[src/rtl/gci_std_display_vram_arbiter.sv]
// gci_std_display_vram_arbiter
// Shares the single VRAM memory-controller port between the display read path
// (requester 0) and the host read/write path (requester 1). One session is
// granted at a time. The owner stays latched until all of its reads have returned.
// Optional build macro GCI_VRAM_ARB_ROUND_ROBIN_EN: simultaneous requests go to the
// requester that did not own the previous session, instead of always to the display.
`timescale 1ns/1ps

module gci_std_display_vram_arbiter #(
    parameter int P_MEM_ADDR_N    = 19,
    parameter int P_OUTSTANDING_N = 4
)(
    input  logic                    iCLOCK,
    input  logic                    iRESET,
    input  logic                    iRESET_SYNC,
    input  logic                    iDISP_IF_REQ,
    output logic                    oDISP_IF_ACK,
    input  logic                    iDISP_IF_FINISH,
    input  logic                    iDISP_IF_ENA,
    output logic                    oDISP_IF_BUSY,
    input  logic [P_MEM_ADDR_N-1:0] iDISP_IF_ADDR,
    output logic                    oDISP_IF_VALID,
    output logic [31:0]             oDISP_IF_DATA,
    input  logic                    iHOST_IF_REQ,
    output logic                    oHOST_IF_ACK,
    input  logic                    iHOST_IF_FINISH,
    input  logic                    iHOST_IF_ENA,
    output logic                    oHOST_IF_BUSY,
    input  logic                    iHOST_IF_RW,
    input  logic [P_MEM_ADDR_N-1:0] iHOST_IF_ADDR,
    input  logic [31:0]             iHOST_IF_DATA,
    output logic                    oHOST_IF_VALID,
    output logic [31:0]             oHOST_IF_DATA,
    output logic                    oMEM_ENA,
    output logic                    oMEM_RW,
    output logic [P_MEM_ADDR_N-1:0] oMEM_ADDR,
    output logic [31:0]             oMEM_DATA,
    input  logic                    iMEM_BUSY,
    input  logic                    iMEM_VALID,
    input  logic [31:0]             iMEM_DATA,
    output logic                    oERR_SPURIOUS
);

    typedef enum logic [1:0] {
        ST_IDLE  = 2'd0,
        ST_ACK   = 2'd1,
        ST_OWN   = 2'd2,
        ST_DRAIN = 2'd3
    } state_t;

    state_t                     state;
    state_t                     state_next;
    logic                       owner;
    logic                       owner_next;
    logic [P_OUTSTANDING_N-1:0] count;
    logic                       err;
    logic                       grant_host;
    logic                       sat;
    logic                       own_ena;
    logic                       own_finish;
    logic                       own_busy;
    logic                       mem_ena;
    logic                       mem_rw;
    logic                       accept;
    logic                       count_inc;
    logic                       count_dec;
    logic                       count_zero;

`ifdef GCI_VRAM_ARB_ROUND_ROBIN_EN
    logic last_host;

    // Remember who owned the last session; after reset the host counts as last owner
    always_ff @(posedge iCLOCK or posedge iRESET) begin
        if (iRESET) begin
            last_host <= 1'b1;
        end else if (iRESET_SYNC) begin
            last_host <= 1'b1;
        end else if (state == ST_IDLE && (iDISP_IF_REQ || iHOST_IF_REQ)) begin
            last_host <= grant_host;
        end
    end

    // Simultaneous requests alternate; a lone request is granted directly
    always_comb begin
        if (iDISP_IF_REQ && iHOST_IF_REQ) begin
            grant_host = !last_host;
        end else begin
            grant_host = iHOST_IF_REQ;
        end
    end
`else
    // Fixed priority: the display wins whenever it is requesting
    always_comb begin
        grant_host = iHOST_IF_REQ && !iDISP_IF_REQ;
    end
`endif

    // Owner-selected command, busy and saturation terms
    always_comb begin
        count_zero = (count == '0);
        sat        = &count;
        own_ena    = owner ? iHOST_IF_ENA : iDISP_IF_ENA;
        own_finish = owner ? iHOST_IF_FINISH : iDISP_IF_FINISH;
        own_busy   = iMEM_BUSY || sat || (state != ST_OWN);
        mem_ena    = (state == ST_OWN) && own_ena && !sat;
        mem_rw     = owner ? iHOST_IF_RW : 1'b0;
        accept     = mem_ena && !iMEM_BUSY;
        count_inc  = accept && !mem_rw;
        count_dec  = iMEM_VALID && !count_zero;
    end

    // Session state register and latched owner
    always_ff @(posedge iCLOCK or posedge iRESET) begin
        if (iRESET) begin
            state <= ST_IDLE;
            owner <= 1'b0;
        end else if (iRESET_SYNC) begin
            state <= ST_IDLE;
            owner <= 1'b0;
        end else begin
            state <= state_next;
            owner <= owner_next;
        end
    end

    // Next-state logic: grant in IDLE, one ACK cycle, own until FINISH, drain reads
    always_comb begin
        state_next = state;
        owner_next = owner;
        case (state)
            ST_IDLE: begin
                if (iDISP_IF_REQ || iHOST_IF_REQ) begin
                    state_next = ST_ACK;
                    owner_next = grant_host;
                end
            end
            ST_ACK:   state_next = ST_OWN;
            ST_OWN: begin
                if (own_finish) begin
                    state_next = ST_DRAIN;
                end
            end
            ST_DRAIN: begin
                if (count_zero) begin
                    state_next = ST_IDLE;
                end
            end
            default:  state_next = ST_IDLE;
        endcase
    end

    // Outstanding-read counter; a read issued and a return in one cycle cancel out
    always_ff @(posedge iCLOCK or posedge iRESET) begin
        if (iRESET) begin
            count <= '0;
        end else if (iRESET_SYNC) begin
            count <= '0;
        end else if (count_inc && !count_dec) begin
            count <= count + 1'b1;
        end else if (count_dec && !count_inc) begin
            count <= count - 1'b1;
        end
    end

    // Sticky flag for read data that arrives with nothing outstanding
    always_ff @(posedge iCLOCK or posedge iRESET) begin
        if (iRESET) begin
            err <= 1'b0;
        end else if (iRESET_SYNC) begin
            err <= 1'b0;
        end else if (iMEM_VALID && count_zero) begin
            err <= 1'b1;
        end
    end

    assign oMEM_ENA       = mem_ena;
    assign oMEM_RW        = mem_rw;
    assign oMEM_ADDR      = owner ? iHOST_IF_ADDR : iDISP_IF_ADDR;
    assign oMEM_DATA      = owner ? iHOST_IF_DATA : 32'd0;

    assign oDISP_IF_ACK   = (state == ST_ACK) && !owner;
    assign oHOST_IF_ACK   = (state == ST_ACK) && owner;
    assign oDISP_IF_BUSY  = owner ? 1'b1 : own_busy;
    assign oHOST_IF_BUSY  = owner ? own_busy : 1'b1;

    assign oDISP_IF_VALID = count_dec && !owner;
    assign oHOST_IF_VALID = count_dec && owner;
    assign oDISP_IF_DATA  = iMEM_DATA;
    assign oHOST_IF_DATA  = iMEM_DATA;

    assign oERR_SPURIOUS  = err;

endmodule

[config.mk]
export PLATFORM = sky130hd
export DESIGN_NAME = gci_std_display_vram_arbiter
export DESIGN_NICKNAME = d
export VERILOG_FILES = /design/src/rtl/gci_std_display_vram_arbiter.sv
export SDC_FILE = /design/constraint.sdc
export NUM_CORES = 1
export LEC_CHECK = 0
export CAP_MARGIN = 25
export CELL_PAD_IN_SITES_DETAIL_PLACEMENT = 0
export CELL_PAD_IN_SITES_GLOBAL_PLACEMENT = 2
export CORE_MARGIN = 3
export CORE_UTILIZATION = 11
export DETAILED_ROUTE_END_ITERATION = 10
export GPL_ROUTABILITY_DRIVEN = 1
export MAX_ROUTING_LAYER = met4
export PLACE_DENSITY = 0.89
export SLEW_MARGIN = 5
export SYNTH_ARGS = -nofsm -noshare
export SYNTH_HDL_FRONTEND = slang
export SYNTH_SLANG_ARGS = --single-unit
[constraint.sdc]
create_clock -name iCLOCK -period 5.15 [get_ports iCLOCK]
set_clock_uncertainty 0.2 [all_clocks]
set_input_delay 1.03 -clock iCLOCK [delete_from_list [all_inputs] [get_ports iCLOCK]]
set_output_delay 1.03 -clock iCLOCK [all_outputs]
set_load 0.02 [all_outputs]
==> impl_results.md <==
* Number of cells in the finished layout apart from fillers at about 450
* Vias at between 1k and 1.5k
* Yosys warnings at 0
* Power share of the combinational group at 70.5%
* Clk network pwr share at around 15%
* CP peak stage delay at approximately 640 ps
* Setup violators final at 0
* Sw Share at 40.60%
* H-tree level count at 1
* Status: finished, final reports clean
* Most frequent cells after synthesis: 65 x buf_4, 34 x and2_1, 19 x mux2_2
* Synthesized flop and latch total at 8
* DR pass1 iterations at 4
* Setup CP Type: input port to primary output
* Routed WL per cell at about 14 µm
* Static Leak at around 0.0011 µW
* CP dominant cell by count: clkdlybuf4s50_1
* Root buffer cell: clkbuf_16
* Post-synth ARST share at 100.0%
* Die footprint at 16400 µm²
* CTS max path bufs at 2
* CP Capture Type: primary output
* Synth Cell Area at ~1600 µm²
* Boundary pin count at 238
* Sequential Power Share at between 10 and 15%
* Worst vdd ir at 228.7 µV
* # rows at 43
* Top cell type by total area after synthesis: buf_4
* Gates resized, CTS repair at 0
* CP max FO at 5
* Clk slew on worst S/H paths at roughly 40 ps
* IO Port Bufs at around 140
* Violation count after the first detailed-route iteration at 18
* Cts hold-fix bufs at 0
* Core footprint at ~14000 µm²
* CTS sink cnt at 8
* Period utilization at between 70% and 80%
* Count of final hold-check violations at 0
* Starting density of the core at 11.54%
* DP Area at 2763 µm²
* Top cell type's share of synthesized area at 29.77%
* Total chip power at between 800 and 900 µW
* Total Routing Usage GR at between 7 and 8%
* Fill count at 1561
* Vias in the first global route at between 1.5k and 2k
* Average size of a mapped cell at ~8.4 µm²
* First-pass GRT wire length at around 8800 µm
* CTS tree: yes
* Critical Path Source Type: input port
* Die height at 128.1 µm
* Postcts setup bufs at 0
* Slew Limit Fails at 0
* FF+latch area at 201.4 µm²
* Slew margin rel. at 68.96%
* P_int at a little over 500 µW
* Count leader, synth: buf_4
* Switching pwr at around 350 µW
* Number of enable flip-flop cells after synthesis at 0
* Worst Tran Pin Value at ~460 ps
* Antenna fix cells at 0
* Layout Nets at roughly 390
* Critical path's slowest cell: clkdlybuf4s50_1
* Final ANT Viol Nets at 0
* Die X-Extent at ~130 µm
* Post-Synthesis Cells at between 150 and 200
* Final TNS setup at 0 ps
* Post-DP HPWL at between 5000 and 6000 µm
* # DRC at 0
* Max Cap Viol at 0
* Post-synth cell types at 32
* Multi-input logic area at 894.6 µm²
* WL final at 6104 µm
* Share of layout cells above drive strength 1 at between 10 and 15%
* Hold Crit Class: flip-flop to flip-flop
* Synthesized net count at around 320
* PwrDens at ~300 nW/µm²
* Post-route cell area at approximately 2900 µm²
* WP data required at 3920 ps
* Register area share after synthesis at roughly 12%
* Critical path arrival at roughly 2600 ps
* Synth area leaders: buf_4 30%, mux2_2 13%, and2_1 13%, dfrtp_1 12%, ha_1 4.6%
* RSZ-0062 raised after global routing: no
* Vias per inst at ~3.3
* Worst-path cell chain: clkdlybuf4s50_1, o41ai_4, nor2_1, clkdlybuf4s50_1
* Clock Latency Late Sink at around 230 ps
* Layout area overhead at 74.58%
* Tmin final at 3780 ps
* Synth Flop Type: dfrtp_1
* Largest net degree at the start of global routing at 64
* Peak Freq at around 0.26 GHz
* Grt total ovfl at 0
* Antenna violations before repair at 0
* Cts bufs inserted at 3
* DP Cell Count at ~440
* RD Place Congestion at slightly above 0.7
## layer usage
metal / routed length [µm] / track usage (%)
met1: 2267 / 7.607
met5: 0 / -
met4: 129 / 1.998
met2: 3144 / 12.91
met3: 562 / 1.417
## worst max-delay path: cells and delay by family
kind | cells | cell delay [ps]
AO/OA/AOI/OAI | 1 | 140
buffers and inverters | 2 | 1180
AND/OR/NAND/NOR | 1 | 200
## stage by stage
stage / util (%) / worst slack [ps] / hold WS [ps]
after floorplan: - / 1937 / 338.2
after CTS: 20.01 / 1291 / 305.3
after global routing: 20.15 / 1262 / 339.0
after global placement: 19.45 / 1318 / 285.1
after detailed placement: 19.45 / 1290 / 293.0
final: 20.15 / 1370 / 300.2
## cell families after synthesis
logic type	synth area share [%]
compound gates	6.107
xor+xnor	2.062
fa+ha+maj	5.801
buf+inv	33.21
flops	12.21
mux	17.63
simple gates	22.98
## sequential cells by signal, summed over array words and instances, names as in the netlist
signal	count
count	4
oERR_SPURIOUS	1
owner	1
state	2
## placed cells by master (no fill, tap or decap), types with 3 or more instances in the layout
master | netlist | routed
nor2_1 | 13 | 13
clkdlybuf4s50_1 | 0 | 141
nor2b_1 | 3 | 3
mux2i_1 | 3 | 3
inv_1 | 8 | 8
clkbuf_16 | 0 | 3
mux2_1 | 4 | 4
a21oi_1 | 3 | 3
dfrtp_1 | 8 | 7
ha_1 | 6 | 6
and2_1 | 34 | 34
mux2_2 | 19 | 19
nand2_1 | 3 | 3
## final timing paths
path                               start        endpoint  slack (ps)  depth (start not counted)
max reg2reg                        owner        count[3]        2140                          9
min reg2reg                oERR_SPURIOUS   oERR_SPURIOUS         300                          2
max in group asynchronous         iRESET           owner        3650                          2
max                           iMEM_VALID  oDISP_IF_VALID        1370                          4
min                        oERR_SPURIOUS   oERR_SPURIOUS         300                          2
min in group asynchronous         iRESET        state[0]         850                          2
## cell type report
type / instances / area share, %
Inverter: 8 / 1.049
Tap cell: 180 / 7.871
Sequential cell: 8 / 7.040
Multi-Input combinational cell: 107 / 31.26
Timing Repair Buffer: 142 / 50.02
Clock buffer: 4 / 2.755
## power by group through the flow
stage	combinational [µW]	clock [µW]	sequential [µW]
6_report	610	133	122
3_5_place_dp	586	0	152
3_3_place_gp	581	0	147
2_1_floorplan	419	0	112
5_1_grt	661	141	128
4_1_cts	590	135	151
Power figures use the tool's default switching activity.
